===== src/rtl/alu_cmd_seq_pkg.sv =====
// rtl/alu_cmd_seq_pkg.sv - shared opcodes, flag indices, FSM state and command record for the ALU sequencer
package alu_cmd_seq_pkg;

    localparam int DATA_W = 8;

    localparam logic [3:0] OP_ADD = 4'b0000;
    localparam logic [3:0] OP_MUL = 4'b0010;
    localparam logic [3:0] OP_SHL = 4'b0100;
    localparam logic [3:0] OP_SHR = 4'b0101;
    localparam logic [3:0] OP_AND = 4'b1000;
    localparam logic [3:0] OP_OR  = 4'b1001;
    localparam logic [3:0] OP_XOR = 4'b1010;
    localparam logic [3:0] OP_NOT = 4'b1100;

    localparam int FLAG_C = 3;
    localparam int FLAG_Z = 2;
    localparam int FLAG_V = 1;
    localparam int FLAG_S = 0;

    typedef enum logic [1:0] {
        ST_IDLE  = 2'd0,
        ST_DRIVE = 2'd1,
        ST_RESP  = 2'd2
    } state_e;

    typedef struct packed {
        logic wr_en;
        logic illegal;
    } cmd_t;

    function automatic logic op_is_legal(input logic [3:0] op);
        case (op)
            OP_ADD, OP_MUL, OP_SHL, OP_SHR,
            OP_AND, OP_OR, OP_XOR, OP_NOT: op_is_legal = 1'b1;
            default:                       op_is_legal = 1'b0;
        endcase
    endfunction

endpackage


===== src/rtl/alu_cmd_seq_regfile.sv =====
// rtl/alu_cmd_seq_regfile.sv - NREGS x 8 register file, two async read ports, one sync write port
module alu_cmd_seq_regfile
    import alu_cmd_seq_pkg::*;
#(
    parameter int NREGS = 4,
    localparam int AW = $clog2(NREGS)
) (
    input  logic              clk,
    input  logic              rst,
    input  logic [AW-1:0]     raddr_a,
    input  logic [AW-1:0]     raddr_b,
    output logic [DATA_W-1:0] rdata_a,
    output logic [DATA_W-1:0] rdata_b,
    input  logic              we,
    input  logic [AW-1:0]     waddr,
    input  logic [DATA_W-1:0] wdata
);

    logic [DATA_W-1:0] regs_q [NREGS];

    always_ff @(posedge clk) begin
        if (rst) begin
            for (int i = 0; i < NREGS; i++) begin
                regs_q[i] <= '0;
            end
        end else if (we) begin
            regs_q[waddr] <= wdata;
        end
    end

    assign rdata_a = regs_q[raddr_a];
    assign rdata_b = regs_q[raddr_b];

endmodule


===== src/rtl/alu_cmd_sequencer.sv =====
// rtl/alu_cmd_sequencer.sv - command/response sequencer driving an external combinational 8-bit alu
// Optional overflow trap on add/sub results: define ALU_CMD_SEQ_TRAP_EN.
module alu_cmd_sequencer
    import alu_cmd_seq_pkg::*;
#(
    parameter int NREGS       = 4,
    parameter int WAIT_CYCLES = 1,
    localparam int REG_AW = $clog2(NREGS)
) (
    input  logic              clk,
    input  logic              rst,
    input  logic              Cmd_Valid,
    output logic              Cmd_Ready,
    input  logic [3:0]        Cmd_Op,
    input  logic              Cmd_Sub,
    input  logic [REG_AW-1:0] Cmd_Ra,
    input  logic [REG_AW-1:0] Cmd_Rb,
    input  logic [REG_AW-1:0] Cmd_Rd,
    input  logic              Cmd_ImmSel,
    input  logic [7:0]        Cmd_Imm,
    input  logic              Cmd_WrEn,
    output logic              Rsp_Valid,
    input  logic              Rsp_Ready,
    output logic [7:0]        Rsp_Data,
    output logic [3:0]        Rsp_Flags,
    output logic              Rsp_Err,
    output logic [7:0]        ALU_A,
    output logic [7:0]        ALU_B,
    output logic [3:0]        ALU_Sel,
    output logic              ALU_Sub,
    input  logic [7:0]        ALU_Out,
    input  logic              ALU_CarryOut,
    input  logic              ALU_ZeroFlag,
    input  logic              ALU_OverflowFlag,
    input  logic              ALU_SignFlag
);

    localparam int CW = (WAIT_CYCLES > 1) ? $clog2(WAIT_CYCLES) : 1;
    localparam logic [CW-1:0] CNT_LAST = CW'(WAIT_CYCLES - 1);

    state_e            state_q, state_d;
    logic [CW-1:0]     cnt_q, cnt_d;
    cmd_t              cmd_q, cmd_d;
    logic [REG_AW-1:0] rd_q, rd_d;
    logic [7:0]        alu_a_q, alu_a_d, alu_b_q, alu_b_d;
    logic [3:0]        alu_sel_q, alu_sel_d;
    logic              alu_sub_q, alu_sub_d;
    logic [7:0]        rsp_data_q, rsp_data_d;
    logic [3:0]        rsp_flags_q, rsp_flags_d;
    logic              rsp_err_q, rsp_err_d;

    logic [7:0]        rdata_a, rdata_b;
    logic              wb_en;
    logic              trap;
    logic              legal;

    alu_cmd_seq_regfile #(.NREGS(NREGS)) u_regfile (
        .clk     (clk),
        .rst     (rst),
        .raddr_a (Cmd_Ra),
        .raddr_b (Cmd_Rb),
        .rdata_a (rdata_a),
        .rdata_b (rdata_b),
        .we      (wb_en),
        .waddr   (rd_q),
        .wdata   (ALU_Out)
    );

    // Illegal commands also present as Sel=0000, so they must not be mistaken for an add overflow.
`ifdef ALU_CMD_SEQ_TRAP_EN
    assign trap = (alu_sel_q == OP_ADD) && !cmd_q.illegal && ALU_OverflowFlag;
`else
    assign trap = 1'b0;
`endif

    assign legal     = op_is_legal(Cmd_Op);
    assign Cmd_Ready = (state_q == ST_IDLE) && !rst;
    assign Rsp_Valid = (state_q == ST_RESP) && !rst;

    always_comb begin
        state_d     = state_q;
        cnt_d       = cnt_q;
        cmd_d       = cmd_q;
        rd_d        = rd_q;
        alu_a_d     = alu_a_q;
        alu_b_d     = alu_b_q;
        alu_sel_d   = alu_sel_q;
        alu_sub_d   = alu_sub_q;
        rsp_data_d  = rsp_data_q;
        rsp_flags_d = rsp_flags_q;
        rsp_err_d   = rsp_err_q;
        wb_en       = 1'b0;
        case (state_q)
            ST_IDLE: begin
                if (Cmd_Valid && Cmd_Ready) begin
                    cmd_d.wr_en   = Cmd_WrEn;
                    cmd_d.illegal = !legal;
                    rd_d          = Cmd_Rd;
                    alu_a_d       = rdata_a;
                    alu_b_d       = Cmd_ImmSel ? Cmd_Imm : rdata_b;
                    alu_sel_d     = legal ? Cmd_Op : OP_ADD;
                    alu_sub_d     = legal && (Cmd_Op == OP_ADD) && Cmd_Sub;
                    cnt_d         = '0;
                    state_d       = ST_DRIVE;
                end
            end
            ST_DRIVE: begin
                if (cnt_q == CNT_LAST) begin
                    if (cmd_q.illegal) begin
                        rsp_data_d  = '0;
                        rsp_flags_d = '0;
                        rsp_err_d   = 1'b1;
                    end else begin
                        rsp_data_d          = ALU_Out;
                        rsp_flags_d[FLAG_C] = ALU_CarryOut;
                        rsp_flags_d[FLAG_Z] = ALU_ZeroFlag;
                        rsp_flags_d[FLAG_V] = ALU_OverflowFlag;
                        rsp_flags_d[FLAG_S] = ALU_SignFlag;
                        rsp_err_d           = trap;
                    end
                    wb_en   = cmd_q.wr_en && !cmd_q.illegal && !trap;
                    state_d = ST_RESP;
                end else begin
                    cnt_d = cnt_q + CW'(1);
                end
            end
            ST_RESP: begin
                if (Rsp_Ready) begin
                    state_d = ST_IDLE;
                end
            end
            default: state_d = ST_IDLE;
        endcase
    end

    always_ff @(posedge clk) begin
        if (rst) begin
            state_q     <= ST_IDLE;
            cnt_q       <= '0;
            cmd_q       <= '0;
            rd_q        <= '0;
            alu_a_q     <= '0;
            alu_b_q     <= '0;
            alu_sel_q   <= '0;
            alu_sub_q   <= 1'b0;
            rsp_data_q  <= '0;
            rsp_flags_q <= '0;
            rsp_err_q   <= 1'b0;
        end else begin
            state_q     <= state_d;
            cnt_q       <= cnt_d;
            cmd_q       <= cmd_d;
            rd_q        <= rd_d;
            alu_a_q     <= alu_a_d;
            alu_b_q     <= alu_b_d;
            alu_sel_q   <= alu_sel_d;
            alu_sub_q   <= alu_sub_d;
            rsp_data_q  <= rsp_data_d;
            rsp_flags_q <= rsp_flags_d;
            rsp_err_q   <= rsp_err_d;
        end
    end

    assign ALU_A     = alu_a_q;
    assign ALU_B     = alu_b_q;
    assign ALU_Sel   = alu_sel_q;
    assign ALU_Sub   = alu_sub_q;
    assign Rsp_Data  = rsp_data_q;
    assign Rsp_Flags = rsp_flags_q;
    assign Rsp_Err   = rsp_err_q;

endmodule


===== config.mk =====
export PLATFORM = sky130hd
export DESIGN_NAME = alu_cmd_sequencer
export DESIGN_NICKNAME = d
export VERILOG_FILES = /design/src/rtl/alu_cmd_seq_pkg.sv /design/src/rtl/alu_cmd_seq_regfile.sv /design/src/rtl/alu_cmd_sequencer.sv
export SDC_FILE = /design/constraint.sdc
export NUM_CORES = 1
export LEC_CHECK = 0
export BUFFER_PORTS_ARGS = -buffer_cell sky130_fd_sc_hd__clkbuf_2
export CAP_MARGIN = 25
export CORE_MARGIN = 2
export CORE_UTILIZATION = 38
export DETAILED_ROUTE_END_ITERATION = 8
export SLEW_MARGIN = 20
export SYNTH_ARGS = -nofsm -noshare
export SYNTH_HDL_FRONTEND = slang
export SYNTH_HIERARCHICAL = 1
export SYNTH_SLANG_ARGS = --single-unit

===== constraint.sdc =====
create_clock -name clk -period 2.2 [get_ports clk]
set_input_delay 0.22 -clock clk [delete_from_list [all_inputs] [get_ports clk]]
set_output_delay 0.22 -clock clk [all_outputs]
set_load 0.005 [all_outputs]

== Word level (Yosys, flattened, before mapping) ==
Memory sizes are Yosys's and may differ from the RTL's. A register that Yosys moved wholly into a read port is not among the register bits.
Cells that the tools add are included.
Word-level totals
  register bits after elaboration: 33
  latch bits: 0
  RAM bits: 32
  memory bits (read-only): 16
  output and inout port bits: 36
  logic and storage cells: 59
  memories: 2
Memory list
  u_regfile.regs_q: depth 4, width 8, rd ports 2, clocked after memory_dff 1, wr ports 4, RTL line alu_cmd_seq_regfile.sv:19  | logic [DATA_W-1:0] regs_q [NREGS];
  (name not given): depth 16, width 1, rd ports 1, clocked after memory_dff 0, wr ports 0, RTL line alu_cmd_seq_pkg.sv:32  | case (op)
Cells by class
  add/sub/neg operators: 1
  $mul: 0
  divide/modulo/power cells: 0
  order comparisons: 0
  eq/ne operators: 5
  shift operators: 0
  muxes and demuxes: 22
  bitwise gates (word level): 1
  reductions and logical operators: 17
Operators with widths (count)
  $mux 8: 3
  $mux 1: 11
  $mux 2: 4
  $mux 4: 2
  $reduce_or 8->1: 1
  $logic_and 1x1->1: 6
  $pmux 2 s3: 1
  $reduce_and 2->1: 3
  $logic_not 4->1: 1
  $ne 2x2->1 const B: 2
  $logic_not 1->1: 3
  $reduce_and 3->1: 1
  $eq 2x1->1 const B: 1
  $eq 2x2->1 const B: 1
  $logic_not 2->1: 1
  $ne 2x1->1 const B: 1
  $pmux 1 s2: 1
  $reduce_bool 2->1: 1
  $add 1x1->1 const B: 1
  $not 1->1: 1

== Longest topological paths before layout ==
  word-level depth: 9
  mapped depth: 7

== By module ==
Netlist, hierarchy kept.
By module, submodules not included
  alu_cmd_seq_regfile: times used 1, cells each 94, area each 1671.6 µm², seq. area each 960.9 µm²
  alu_cmd_sequencer: times used 1, cells each 180, area each 1616.6 µm², seq. area each 800.8 µm²

== Least setup slack after synthesis ==
OpenSTA, ideal clock, no wires.
  path type: flip-flop to flip-flop
  start: reg state_q[1]
  end: mem u_regfile.regs_q[2][0] (enable)
  setup time: 0.375 ns
  data arrival time: 1.823 ns
  data required time: 1.825 ns
  setup slack: 0.002 ns
  stages on the path, launching flop included: 6
  cell sequence: dfxtp_1 -> nand2b_1 -> clkbuf_1 -> nor3b_1 -> nand2b_1 -> o21bai_1
RTL lines
  start: declaration: RTL line alu_cmd_sequencer.sv:41  | state_e state_q, state_d;
  start signal: assignment: RTL line alu_cmd_sequencer.sv:150  | state_q <= state_d;
  end: declaration: RTL line alu_cmd_seq_regfile.sv:19

== Worst setup path after layout ==
  start: reg state_q[0]
  end: reg alu_sel_q[3] (netlist: ALU_Sel[3])
On the way
  cells in the longest elaborated chain, start to end: 4
RTL lines
  $logic_not 2->1 (*): RTL line alu_cmd_sequencer.sv:77, alu_cmd_sequencer.sv:93
  $logic_and 1x1->1: RTL line alu_cmd_sequencer.sv:77  | assign Cmd_Ready = (state_q == ST_IDLE) && !rst;
  $logic_and 1x1->1: RTL line alu_cmd_sequencer.sv:95  | if (Cmd_Valid && Cmd_Ready) begin
  $reduce_and 2->1 (no source line) (*)
  end signal: assignment: RTL line alu_cmd_sequencer.sv:156  | alu_sel_q <= alu_sel_d;
  end: declaration: RTL line alu_cmd_sequencer.sv:46  | logic [3:0] alu_sel_q, alu_sel_d;
Every way passes the cells marked *; elsewhere a longest branch is shown, timed or not.
A chain may end at the register's enable or synchronous reset.

==> run summary <==
The flow ran to the end, and the final reports show no timing, DRC or antenna violations. The share of the clock period used by the worst path is 77.6%. At the pin with the least slew margin, the transition time is 536 ps.

The logs give 2224 for the number of global-route vias before repair and 492 ps for the final setup slack of the worst path. Setup repair after global routing left no endpoint under its margin. The warning count from the yosys run came out at 6. For the worst-skew pair, the clock arrives at the later sink with an insertion delay of 340 ps. The post-cts gate resize count came out at 0.

Counting every net in the synthesized netlist gives 311. Hold timing on the final database bottoms out at a slack of 106 ps. After clock tree synthesis, the setup repair step added 0 buffers. Relative to the synthesized area, the layout overhead comes to 18.4%. For the diode insertion count for antenna repair, the log shows 0. The overall power consumption is 2.76 mW, and the deepest level of the CTS H-tree is 3. The root buffer cell chosen for the clock tree is sky130_fd_sc_hd__clkbuf_8.

In the post-synthesis netlist, the biggest area contributors are sky130_fd_sc_hd__edfxtp_1 (29%), sky130_fd_sc_hd__dfxtp_1 (24%), sky130_fd_sc_hd__mux4_2 (11%). After global routing the overflow that remains totals 0. The number of buffers between clock root and the deepest sink came out at 2. The core region is 8300 um2.

The run gives 136 as the count of routing violations after the opening detailed-route iteration. Number of antenna violations at the first check in global routing: 0. The delay contributed by the slowest stage of the critical path came out at 680 ps.

For this run, the leading register cell type out of synthesis is sky130_fd_sc_hd__dfxtp_1. Once layout is complete, the cells apart from fillers number 456. The share of the Yosys chip area taken by registers is 53.6%. STA classifies the critical path endpoint as a flop.

The maximum number of pins on one net before global-route repair was 50; the area of combinational cells with multiple inputs was 1390 um2. The critical path startpoint category is a flop. Of all cell types, the one taking the most synthesized area is sky130_fd_sc_hd__edfxtp_1.

For the worst setup slack for register-to-register paths, the log shows 490 ps. Worst-case reg-to-reg path depth: 4. The total power density per cell area was 710 nW/um2.

After synthesis, the mean cell area works out to 12.0 um2. TritonCTS built the clock tree. Of all nets on the critical path, the largest fanout is 37. The clock input transition at the sequential cells of the worst setup and hold paths works out to 70 ps. The slowest stage cell on the critical path is sky130_fd_sc_hd__or4b_4. Routability-driven placement finished with a final weighted congestion of 0.758.

Final hold violation count: 0. The tools report the count of final max-slew check failures as 0. The run gives 500 ps as the worst slack at placement. The routed layout has 2283 vias. Across the whole layout, storage elements account for 1760 um2. Detailed placer's ending HPWL: 5010 um. The die is 97.0 um tall. The cell area that synthesis handed to floorplanning was 3290 um2. The cell count of the worst hold path is 3, and the total wire length is 6970 um. The path class of the tightest hold or removal check is input port to flop. The logs give 0 for the final antenna-violating net count and 72 for the number of clock sinks.

Walking the worst path, the cells encountered are or4b_4 > clkinv_4 > nor3b_1 > a31o_2. Setup violations remaining at the end of the flow were counted as 0. The run gives 3710 um2 as the cell area after placement.

The number of violations of the max-capacitance limit came out at 0. The run gives 2440 ps as the worst endpoint required time. After the last flow step, the layout net total stands at 383.

The run gives 9410 um2 as the die footprint. Startpoint of the lowest-slack register-to-register path: state_q[0]. The number of ports placed on the die boundary was 73. Global routing consumed, over all layers together, 15.8% of the routing resources. The tools report the arrival time at the worst endpoint as 1940 ps. The cell total after placement is 440, and the area share of the largest cell type after synthesis is 29.2%.

Buffers placed on the I/O ports in this run total 72. Upper clock frequency limit: 586 MHz. Counting I/O delays and the setup requirement, the final critical path takes 1710 ps. The normalized max-slew margin is 64.3%, and the number of synthesized flops with an enable pin is 32. The worst setup path is of the flop to flop kind. The endpoint identified for the worst register-to-register timing path is ALU_Sel[3]. For this design the static power due to leakage is 1.53 nW.

Counting flops with an async set or reset pin after synthesis yields a share of 0%. The first detailed-routing pass ran for 4 iterations. The logs give 11700 um for the first-pass GRT wire length and 9 for the CTS buffer count. The number of flip-flops and latches in the synthesized netlist is 72. The initial core utilization came out at 39.6%. For this run, the share of the core covered by cells in the final layout is 46.9%. Leaving out fill and tap cells, the most frequent cell in the layout is sky130_fd_sc_hd__clkbuf_2. The tools report the source of the worst hold timing path as Cmd_Rd[1]. The path with the worst hold slack has its endpoint at rd_q[1].

After detailed routing, the number of remaining DRC violations is 0. For the setup TNS, the log shows 0 ps. Using the TritonRoute via totals, the vias-per-cell ratio works out to 5.01. The finished cells cover 3890 um2. The initialized floorplan defines 33 standard-cell rows.

Dividing the detail-routed wire length by the instance count gives 15.3 um. The die is 97.0 um wide. The worst-case IR drop observed on VDD is 0.000233 V. Synthesis instantiated 37 different standard cells from the library. The number of cells produced by synthesis was 274.

The filler cell count is 777, and the final clock skew is 6.57 ps. The library cells used most frequently in the layout, excluding fill and tap cells, are sky130_fd_sc_hd__clkbuf_2 (72), sky130_fd_sc_hd__dfxtp_1 (40), sky130_fd_sc_hd__nand2_1 (39), sky130_fd_sc_hd__edfxtp_1 (32), sky130_fd_sc_hd__a21oi_1 (27). The number of hold buffers added after CTS was 0. The share of final-layout standard cells stronger than drive strength 1 is 37.0%.
==> routing by layer <==
metal | global-route usage (%) | wire length, um | vias to the layer above | part of all wire (%)
met1 | 22.2 | 3410 | 1091 | 49
li1 | - | - | 1136 | -
met2 | 22.8 | 3150 | 51 | 45
met5 | 0 | 0 | - | 0
met4 | 6.83 | 68 | 0 | 0.98
met3 | 4.55 | 347 | 5 | 5.0
==> state kept, by name, indices dropped and copies added, names as in the netlist <==
name              count
u_regfile/regs_q     32
ALU_A                 8
ALU_B                 8
Rsp_Data              8
ALU_Sel               4
Rsp_Flags             4
cmd_q                 2
rd_q                  2
state_q               2
ALU_Sub               1
Rsp_Err               1
==> cell type report <==
cell class	instances	share of cell area (%)
inverters	3	0.418
clock buffers	11	3.38
multi-input cells	181	35.7
well taps	105	3.38
clock inverters	5	1.22
flip-flops and latches	72	45.3
repair buffers	79	10.6
==> kinds of logic after synthesis <==
group / synth area share (%)
xor gates and xnor gates: 0.266
buffers and inverters: 4.11
DFF: 53.6
muxes: 13.4
and+or+nand+nor: 20.0
AOI/OAI and AO/OA: 8.68
==> where the power goes <==
group	internal [mW]	total [mW]	switching [mW]
Sequential	1.45	1.49	0.0346
Clock	0.514	0.983	0.469
Combinational	0.142	0.296	0.154
Total	2.11	2.76	0.658
==> synthesized netlist by cell type, types with 2 or more instances <==
cell type and instances:
sky130_fd_sc_hd__dfxtp_1 40, sky130_fd_sc_hd__a21oi_1 27, sky130_fd_sc_hd__buf_4 2, sky130_fd_sc_hd__clkbuf_2 2, sky130_fd_sc_hd__nand2b_1 2, sky130_fd_sc_hd__a31o_2 4
sky130_fd_sc_hd__mux2i_1 8, sky130_fd_sc_hd__a211oi_1 5, sky130_fd_sc_hd__nor2_1 11, sky130_fd_sc_hd__and2_2 8, sky130_fd_sc_hd__and4bb_4 2, sky130_fd_sc_hd__and2_1 24
sky130_fd_sc_hd__nor3b_1 4, sky130_fd_sc_hd__clkbuf_1 8, sky130_fd_sc_hd__buf_6 4, sky130_fd_sc_hd__nand3b_1 13, sky130_fd_sc_hd__o21bai_1 2, sky130_fd_sc_hd__inv_1 2
sky130_fd_sc_hd__edfxtp_1 32, sky130_fd_sc_hd__a211oi_2 4, sky130_fd_sc_hd__mux4_2 16, sky130_fd_sc_hd__nand2_1 39
==> worst max-delay path by stage <==
stage	startpoint	to	slack (ps)	depth (start not counted)
after detailed placement	state_q[0]	ALU_Sel[3]	500	4
final	state_q[0]	ALU_Sel[3]	490	4
after global placement	state_q[0]	ALU_Sel[3]	520	4
after CTS	state_q[0]	ALU_Sel[3]	490	4
after floorplan	state_q[1]	u_regfile/regs_q[2][0]	2	5
after global routing	state_q[1]	u_regfile/regs_q[0][6]	390	5
==> worst max-delay path: cells and delay by family (launching register included) <==
family | cells | cell delay, ps
AO/OA/AOI/OAI | 1 | 230
buffers and inverters | 1 | 260
flip-flops | 1 | 350
AND/OR/NAND/NOR | 2 | 760
Power figures use the tool's default switching activity.
